## config.mk

```make
export PLATFORM = sky130hd
export DESIGN_NAME = program_loader
export DESIGN_NICKNAME = d
export VERILOG_FILES = /design/src/rtl/program_loader.sv
export SDC_FILE = /design/constraint.sdc
export NUM_CORES = 1
export LEC_CHECK = 0
export CORE_MARGIN = 2
export CORE_UTILIZATION = 52
export DETAILED_ROUTE_END_ITERATION = 7
export PLACE_DENSITY_LB_ADDON = 0.15
export SYNTH_ARGS = -nofsm -noshare
export SYNTH_HDL_FRONTEND = slang
export SYNTH_SLANG_ARGS = --single-unit
```

## constraint.sdc

```tcl
create_clock -name clock -period 2.3 [get_ports clock]
set_input_delay 0.23 -clock clock [delete_from_list [all_inputs] [get_ports clock]]
set_output_delay 0.23 -clock clock [all_outputs]
set_load 0.01 [all_outputs]
```

## src/rtl/program_loader.sv

```systemverilog
// Instruction-memory loader: frames a byte stream (MAGIC, 16-bit word count, LE words, sum)
// into sequential 32-bit writes, and releases the cpu only after a checksum-valid image.
module program_loader #(
  parameter int          ADDR_WIDTH     = 10,
  parameter logic [7:0]  MAGIC          = 8'hA5,
  parameter int          TIMEOUT_CYCLES = 1000000
) (
  input  logic                  clock,
  input  logic                  reset,
  input  logic                  in_valid,
  input  logic [7:0]            in_data,
  output logic                  in_ready,
  output logic                  mem_write_enable,
  output logic [ADDR_WIDTH-1:0] mem_address,
  output logic [31:0]           mem_write_data,
  output logic                  cpu_enable,
  output logic                  busy,
  output logic                  load_done,
  output logic                  load_error
);

  localparam int TW = $clog2(TIMEOUT_CYCLES + 1);

  typedef enum logic [2:0] {IDLE, LEN0, LEN1, DATA, CSUM, DONE, ERROR} state_t;

  state_t      state, state_nxt;
  logic        acc, timeout;
  logic [7:0]  count_lo, csum;
  logic [15:0] count, len_n;
  logic [16:0] word_idx;
  logic [1:0]  byte_idx;
  logic [23:0] word_buf;
  logic [TW-1:0] idle_cnt;

  assign acc        = in_valid && in_ready;
  assign len_n      = {in_data, count_lo};
  assign busy       = (state == LEN0) || (state == LEN1) || (state == DATA) || (state == CSUM);
  assign load_done  = (state == DONE);
  assign cpu_enable = (state == DONE);
  assign load_error = (state == ERROR);
  // idle_cnt reaching TIMEOUT_CYCLES-1 with no byte this cycle means the limit is hit at this edge
  assign timeout    = busy && !acc && (idle_cnt == TW'(TIMEOUT_CYCLES - 1));

  always_ff @(posedge clock or negedge reset) begin
    if (!reset) state <= IDLE;
    else        state <= state_nxt;
  end

  always_comb begin
    state_nxt = state;
    case (state)
      IDLE, DONE, ERROR: if (acc && in_data == MAGIC) state_nxt = LEN0;
      LEN0: if (acc) state_nxt = LEN1;
      LEN1: if (acc) begin
        if ({1'b0, len_n} > (17'd1 << ADDR_WIDTH)) state_nxt = ERROR;
        else if (len_n == 16'd0)                   state_nxt = CSUM;
        else                                       state_nxt = DATA;
      end
      DATA: if (acc && byte_idx == 2'd3 && (word_idx + 17'd1) == {1'b0, count}) state_nxt = CSUM;
      CSUM: if (acc) state_nxt = (in_data == csum) ? DONE : ERROR;
      default: state_nxt = IDLE;
    endcase
    if (timeout) state_nxt = ERROR;
  end

  always_ff @(posedge clock or negedge reset) begin
    if (!reset) begin
      in_ready         <= 1'b0;
      mem_write_enable <= 1'b0;
      mem_address      <= '0;
      mem_write_data   <= '0;
      count_lo         <= '0;
      count            <= '0;
      csum             <= '0;
      word_idx         <= '0;
      byte_idx         <= '0;
      word_buf         <= '0;
      idle_cnt         <= '0;
    end else begin
      in_ready         <= 1'b1;
      mem_write_enable <= 1'b0;
      if (acc || !busy) idle_cnt <= '0;
      else              idle_cnt <= idle_cnt + TW'(1);
      if (acc) begin
        case (state)
          IDLE, DONE, ERROR: if (in_data == MAGIC) csum <= '0;
          LEN0: count_lo <= in_data;
          LEN1: begin
            count    <= len_n;
            word_idx <= '0;
            byte_idx <= '0;
          end
          DATA: begin
            csum     <= csum + in_data;
            byte_idx <= byte_idx + 2'd1;
            case (byte_idx)
              2'd0: word_buf[7:0]   <= in_data;
              2'd1: word_buf[15:8]  <= in_data;
              2'd2: word_buf[23:16] <= in_data;
              default: begin
                // top byte goes straight into the write register, so the strobe lands next cycle
                mem_write_enable <= 1'b1;
                mem_address      <= word_idx[ADDR_WIDTH-1:0];
                mem_write_data   <= {in_data, word_buf};
                word_idx         <= word_idx + 17'd1;
              end
            endcase
          end
          default: ;
        endcase
      end
    end
  end

endmodule

```

---- Yosys cells after proc, flatten, opt, wreduce, memory -nomap -nowiden ----
Index checks and enable logic that the tools add are counted.
word-level totals
  bits in registers ....................... 142
  output and inout bits ................... 48
  logic and storage cells ................. 88
operators by class
  $add $sub $neg .......................... 4
  magnitude comparators ................... 1
  eq/ne operators ......................... 20
  mux-type cells .......................... 19
  bitwise gates (word level) .............. 1
  reduce and logical (&&, ||, !) cells .... 29
operator list
  operator                                              number
  one-hot mux 17 bit (2 select lines)                   1
  two-way mux 3 bit                                     8
  adder 20 x 1 -> 20 bit, second input constant         1
  equality test 20 bit, second input constant           1
  two-way mux 20 bit                                    1
  AND reduction 3 bit                                   6
  adder 17 x 1 -> 17 bit, second input constant         1
  equality test 17 x 16 -> 1 bit                        1
  two-way mux 17 bit                                    1
  > comparator 16 x 11 -> 1 bit, second input constant  1
  zero test 16 bit                                      1
  one-hot mux 8 bit (2 select lines)                    1
  one-hot mux 3 bit (5 select lines)                    1
  != test 3 bit, second input constant                  4
  equality test 3 bit, second input constant            3
  adder 8 bit                                           1
  equality test 8 bit                                   1
  equality test 8 bit, second input constant            1
  two-way mux 8 bit                                     1
  equality test 3 x 2 -> 1 bit, second input constant   2
  logical AND 1 bit                                     6
  AND reduction 2 bit                                   3
  OR reduction 3 bit                                    2
  AND reduction 5 bit                                   1
  15 further kinds                                      24

---- Longest topological paths before layout ----
Gate-level depths: netlist (run 1).
  word-level depth ........................ 8
  mapped depth ............................ 11
  mapped depth without buffers ............ 9

---- Worst setup path before layout (run 1) ----
OpenSTA, ideal clock, no wires.
  path kind ............................... register -> register
  from .................................... register word_idx[0]
  to ...................................... register state[2]
  library setup time ...................... 0.096 ns
  arrival time ............................ 2.103 ns
  data required time ...................... 2.204 ns
  setup slack ............................. 0.102 ns
  cell stages (with the launch flop) ...... 9
  path through ............................ dfrtp_1 -> ha_1 -> xor2_1 -> a2111oi_2 -> and3_1 -> o211ai_1 -> nor4_2 -> a21oi_1 -> o32ai_2
between the ends
  cells in the longest elaborated chain, start to end .. 5
ends and longest elaborated chain
  what                              RTL line  RTL
  start: declaration                30        logic [16:0] word_idx;
  start signal: assignment          105       word_idx <= word_idx + 17'd1;
  adder 17 x 1 -> 17 bit            59        DATA: if (acc && byte_idx == 2'd3 && (word_idx + 17'd1) == {1'b0, count}) state_nxt = CSUM;
  equality test 17 x 16 -> 1 bit    59
  logical AND 1 bit                 59
  != test 3 x 2 -> 1 bit (no line)  -
  AND reduction 5 bit (no line)     -
  end signal: assignment            46        else state <= state_nxt;
  end: declaration                  26        state_t state, state_nxt;
Every way passes these cells.
A chain may end at the register's enable or synchronous reset.

---- Worst setup path in the final report (run 1) ----
Ends and elaborated chain as after synthesis.

==> flow_summary.json, run 1 <==
{
  "status": "finished clean",
  "synth_area_leaders": "dfrtp_1 (52%), nand2_1 (10%), mux2_2 (6.7%)",
  "drt-total-wl_um": 16400,
  "clk_latency_ns": 0.43,
  "ys_types": 64,
  "yosysSeqAreaShare": 0.5188,
  "dieHeight_um": 118.8,
  "cts.sinks": 142,
  "final_cell_mix": "nand2_1 (183), dfrtp_1 (142), buf_4 (58)",
  "vias_per_cell": 5.508,
  "yosys.area.top_type": "dfrtp_1",
  "r2r_slack_ns": 0.05,
  "postCtsSetupBuffers": 0,
  "layout_commonest_cell": "nand2_1",
  "synth-seq-cells": 142,
  "dpl.hpwl_um": 11200,
  "ys_warn_count": 0,
  "dr.pass1.iters": 4,
  "finClkSkew_ns": 0.006818,
  "fin_ws_ns": 0.04784,
  "critPathKind": "reg -> reg",
  "vias": 5387,
  "drive_gt1_frac": 0.1973,
  "async_reset_ff_frac": 1.000,
  "h-tree-depth": 4,
  "grt_pass1_vias": 5477,
  "maxCapViolations": 0,
  "grt-ovfl-total": 0,
  "synth_area_mm2": 0.006849,
  "synth_top_area_share": 0.5188,
  "synth_compound_area_frac": 0.08294,
  "drtAntennaViolNets": 0,
  "startpoint_type": "flip-flop",
  "grt_start_max_net_pins": 69,
  "required_ns": 2.63,
  "clk_path_buf_depth": 2,
  "grt_setup_unrepaired": "true",
  "r2r_end": "state[2]",
  "syn-num-nets": 712,
  "synth_top_family_by_area": "simple AND/OR/NAND/NOR gates",
  "dieWidth_um": 118.8,
  "core_area_mm2": 0.01272,
  "cts_made_buffers": 17,
  "io_buffers": 58,
  "fp-row-count": 41,
  "final_nets": 819,
  "synth-edff-count": 0,
  "yosys.area_share.adder": 0.02813,
  "hold_path.class": "in -> async",
  "tightest_slew_ns": 0.6358,
  "total_power_mw": 8.949,
  "area_delta_synth_final_pct": 26.16,
  "maxSlewViolCount": 0,
  "fin_setup_tns_ns": 0,
  "startpoint": "word_idx[0]",
  "synth_simple_gate_area_frac": 0.2004,
  "antenna_found_initial": 0,
  "drt_iter0_drc": 340,
  "cp_max_fo": 2,
  "synthMuxAreaShare": 0.07380,
  "power_leakage_nw": 4.094,
  "critPathArrivalTime_ns": 2.58,
  "place_ws_ns": -0.2893,
  "endpoint": "state[2]",
  "grt_usage": 0.2517,
  "r2r_cells": 9,
  "synth_xor_area_frac": 0.06376,
  "tritoncts": "yes",
  "wl_per_cell_um": 16.76,
  "clk_pin_slew_worst_paths_ns": 0.06,
  "globalplace.congestion": 0.8720,
  "route.detailed.drc": 0,
  "reg2reg_from": "word_idx[0]",
  "maxSlewHeadroom": 0.5761,
  "fin_crit_sh": 0.9792,
  "grt_pass1_wl_um": 27810,
  "synth_area_per_cell_um2": 9.970,
  "fmax_mhz": 444.0,
  "antenna_cells": 0,
  "start_util": 0.5384,
  "endpoint_kind": "flip-flop",
  "max-vdd-ir-drop_v": 0.0005256,
  "design.die.area_mm2": 0.01411,
  "setup_viol": 0,
  "hold_viol": 0,
  "pin_count": 59,
  "syn_inst": 687,
  "p_per_area_mw_per_mm2": 1036,
  "ys.flop_type": "dfrtp_1",
  "fin_crit_ns": 2.252,
  "clockRootBuffer": "clkbuf_16",
  "final_util": 0.6792
}
==> per-layer routing <==
metal  vias to the layer above  routed length [um]  GRT usage  share of wire
met5                         -                   0          0              0
met4                         0                 441     0.1168          0.027
met2                       127                7754     0.3955           0.47
li1                       2551                   -          -              -
met1                      2670                7558     0.3403           0.46
met3                        39                 640    0.04488          0.039
==> synthesized netlist by cell type, types with 3 or more instances <==
master / n
a31oi_1: 3
clkbuf_1: 16
nand4_1: 4
nor4_1: 5
xor2_1: 24
buf_2: 8
o21ai_0: 40
mux2_2: 41
or3_1: 5
ha_1: 13
nor2b_1: 4
nor3_1: 13
and2_1: 3
mux2_1: 3
inv_1: 12
a21oi_1: 13
a22o_1: 3
nor2_1: 38
o31ai_1: 4
nand3_1: 14
dfrtp_1: 142
o21bai_1: 4
and3_1: 13
xnor2_1: 24
nand2_1: 184
a21o_1: 5
buf_4: 5
==> power by group <==
group          internal, mW  switching [mW]
Sequential             3.10           0.451
Clock                  1.73            1.09
Combinational          1.30            1.27
Total                  6.14            2.81
==> cell type report <==
class | count | area [um^2]
Clock inverter | 13 | 163.9
Tap cell | 172 | 215.2
Timing Repair Buffer | 120 | 1079
Clock buffer | 18 | 439.2
Sequential cell | 142 | 3553
Fill cell | 1023 | 4081
Multi-Input combinational cell | 500 | 3142
Inverter | 13 | 48.80
==> through the flow <==
stage	instances	cell area, um^2	hold WS, ns
after detailed placement	946	7964	0.2734
final	978	8641	0.3570
after floorplan	687	6849	-0.06559
after CTS	978	8607	0.4006
after global routing	978	8641	0.4353
after global placement	946	7964	0.2670
==> registers in the layout (all words and copies together), names as in the netlist <==
name,flops
in_ready,1
mem_address,10
csum,8
count_lo,8
idle_cnt,20
count,16
state,3
word_idx,17
byte_idx,2
mem_write_enable,1
word_buf,24
mem_write_data,32
==> how the worst min path moves through the flow <==
| stage | to | slack, ns | cells past startpoint |
|---|---|---|---|
| 2_1_floorplan | byte_idx[0] | -0.07 | 0 |
| 6_report | idle_cnt[15] | 0.36 | 2 |
| 3_3_place_gp | idle_cnt[14] | 0.27 | 1 |
| 5_1_grt | idle_cnt[14] | 0.44 | 2 |
| 3_5_place_dp | idle_cnt[13] | 0.27 | 1 |
| 4_1_cts | idle_cnt[15] | 0.40 | 2 |
==> kinds of logic (layout without fill, tap and decap cells) <==
kind of cell,after synthesis,count (layout)
buf+inv,45,164
simple gates,303,303
fa+ha+maj,15,15
xor+xnor,49,49
compound gates,87,87
flops,142,142
other cells,1,1
mux,45,45
==> critical path, stage by stage, from the launching register on <==
cell,delay (ns)
dfrtp_1,0.41
ha_4,0.26
xor2_1,0.16
a2111oi_2,0.21
and3_1,0.21
o211ai_1,0.14
nor4_4,0.34
buf_4,0.18
a21oi_2,0.05
o32ai_2,0.20
==> timing repair <==
item / CTS / global route
hold buffers: 1 / 0
endpoints found under the hold margin: 65 / 0
resized for setup: 4 / 7
endpoints found under the setup margin: 3 / 5
pin swaps: 4 / 1
(Power assumes the default switching activity.)
==> run 2: changes to the inputs <==
- SKIP_CTS_REPAIR_TIMING: unset -> 1
==> flow_summary.json, run 2 (same netlist as run 1, synthesis figures left out) <==
{
  "fin_ws_ns": 0.06050,
  "max-vdd-ir-drop_v": 0.0005249,
  "finClkSkew_ns": 0.01061,
  "final_cell_mix": "nand2_1 (183), dfrtp_1 (142), buf_4 (58)",
  "dieHeight_um": 118.8,
  "critPathKind": "reg -> reg",
  "crit_path_cell_trace": "buf_6 -> nand3_4 -> nor4_2 -> buf_4 -> xnor2_1 -> o221ai_2 -> nor4_4 -> buf_4 -> a21o_1 -> o311ai_1",
  "hold_ws_ns": 0.3585,
  "dpl.hpwl_um": 11200,
  "status": "finished clean",
  "vias": 5370,
  "antenna_found_initial": 0,
  "drive_gt1_frac": 0.1985,
  "setup_viol": 0,
  "drt-total-wl_um": 16400,
  "cts_made_buffers": 17,
  "layout_commonest_cell": "nand2_1",
  "globalplace.congestion": 0.8720,
  "clk_path_buf_depth": 2,
  "cts.sinks": 142,
  "design_area_mm2": 0.008652,
  "regMostFlops": "mem_write_data",
  "antenna_cells": 0,
  "tightest_slew_ns": 0.6340,
  "pin_count": 59,
  "grt_pass1_vias": 5447,
  "route.detailed.drc": 0,
  "clk_latency_ns": 0.43,
  "area_delta_synth_final_pct": 26.32,
  "reg2reg_from": "word_idx[0]",
  "total_power_mw": 8.956,
  "cpPeakStageDelay_ns": 0.39,
  "use_met3": 0.04488,
  "critPathArrivalTime_ns": 2.53,
  "use_met2": 0.3940,
  "fin_crit_sh": 0.9737,
  "wl_per_cell_um": 16.77,
  "critPathSlowestCell": "dfrtp_1",
  "drtAntennaViolNets": 0,
  "dieWidth_um": 118.8,
  "grt_usage": 0.2504,
  "fmax_mhz": 446.5,
  "clk_pin_slew_worst_paths_ns": 0.06,
  "cp_max_fo": 8,
  "r2r_cells": 10,
  "vias_per_cell": 5.491,
  "startpoint_type": "flip-flop",
  "hold_viol": 0,
  "reg.largest.list": "mem_write_data: 32 flops, word_buf: 24 flops, idle_cnt: 20 flops",
  "instances_no_fill": 978,
  "place_ws_ns": -0.2893,
  "io_buffers": 58,
  "r2r_slack_ns": 0.06,
  "nFillCells": 1023,
  "r2r_end": "state[0]",
  "grt_setup_unrepaired": "true",
  "busiest_layer": "met2",
  "fin_crit_ns": 2.239,
  "fp-row-count": 41,
  "largest_register_ffs": 32,
  "drt_iter0_drc": 332,
  "maxSlewViolCount": 0,
  "core_area_mm2": 0.01272,
  "dp.cells": 946,
  "final_nets": 819,
  "cp.buffers_inverters": 3,
  "maxCapViolations": 0,
  "grt_pass1_wl_um": 27680,
  "placed_cell_area_mm2": 0.007964,
  "endpoint_kind": "flip-flop",
  "start_util": 0.5384,
  "grtUsageMet1": 0.3400,
  "critical_path.top_delay_family": "simple AND/OR/NAND/NOR gates",
  "grt_start_max_net_pins": 69,
  "clockRootBuffer": "clkbuf_16",
  "dr.pass1.iters": 4,
  "p_per_area_mw_per_mm2": 1035,
  "maxSlewHeadroom": 0.5774,
  "grt-ovfl-total": 0,
  "required_ns": 2.59,
  "h-tree-depth": 4,
  "power_leakage_nw": 4.096,
  "worst_path_most_repeated_cell": "buf_4",
  "tritoncts": "yes",
  "design.die.area_mm2": 0.01411,
  "hold_path.class": "in -> async"
}
run 2: power by group:
group          leakage [nW]  switching (mW)  internal, mW  total (mW)
Clock                 0.293            1.08          1.73        2.81
Sequential             1.90           0.451          3.10        3.56
Combinational          1.90            1.28          1.31        2.59
run 2: worst max-delay path by stage:
stage                     start  cells past startpoint       end  slack (ns)
finish              word_idx[0]                     10  state[0]        0.06
floorplan           word_idx[0]                      8  state[2]        0.10
global route        word_idx[1]                     10  state[2]       -0.08
detailed placement   in_data[1]                      9   csum[7]       -0.29
global placement     in_data[1]                      9   csum[7]       -0.27
CTS                 word_idx[0]                      9  state[2]       -0.20
run 2: per-layer routing:
layer | share of wire | vias up
met5 | 0 | -
met2 | 0.48 | 145
met4 | 0.022 | 0
met1 | 0.46 | 2642
met3 | 0.045 | 34
li1 | - | 2549
run 2: metrics by stage:
| stage | TNS (ns) | utilization |
|---|---|---|
| final | 0 | 0.6801 |
| after global placement | -0.6353 | 0.6260 |
| after detailed placement | -1.007 | 0.6260 |
| after global routing | -0.1876 | 0.6801 |
| after CTS | -0.4459 | 0.6734 |
| after floorplan | 0 | - |
run 2: layout make-up:
class | count | area (um^2) | area share
Sequential cell | 142 | 3553 | 0.4107
Multi-Input combinational cell | 500 | 3153 | 0.3644
Timing Repair Buffer | 120 | 1079 | 0.1247
Clock buffer | 18 | 439.2 | 0.05076
Tap cell | 172 | 215.2 | 0.02487
Clock inverter | 13 | 163.9 | 0.01894
Inverter | 13 | 48.80 | 0.005640
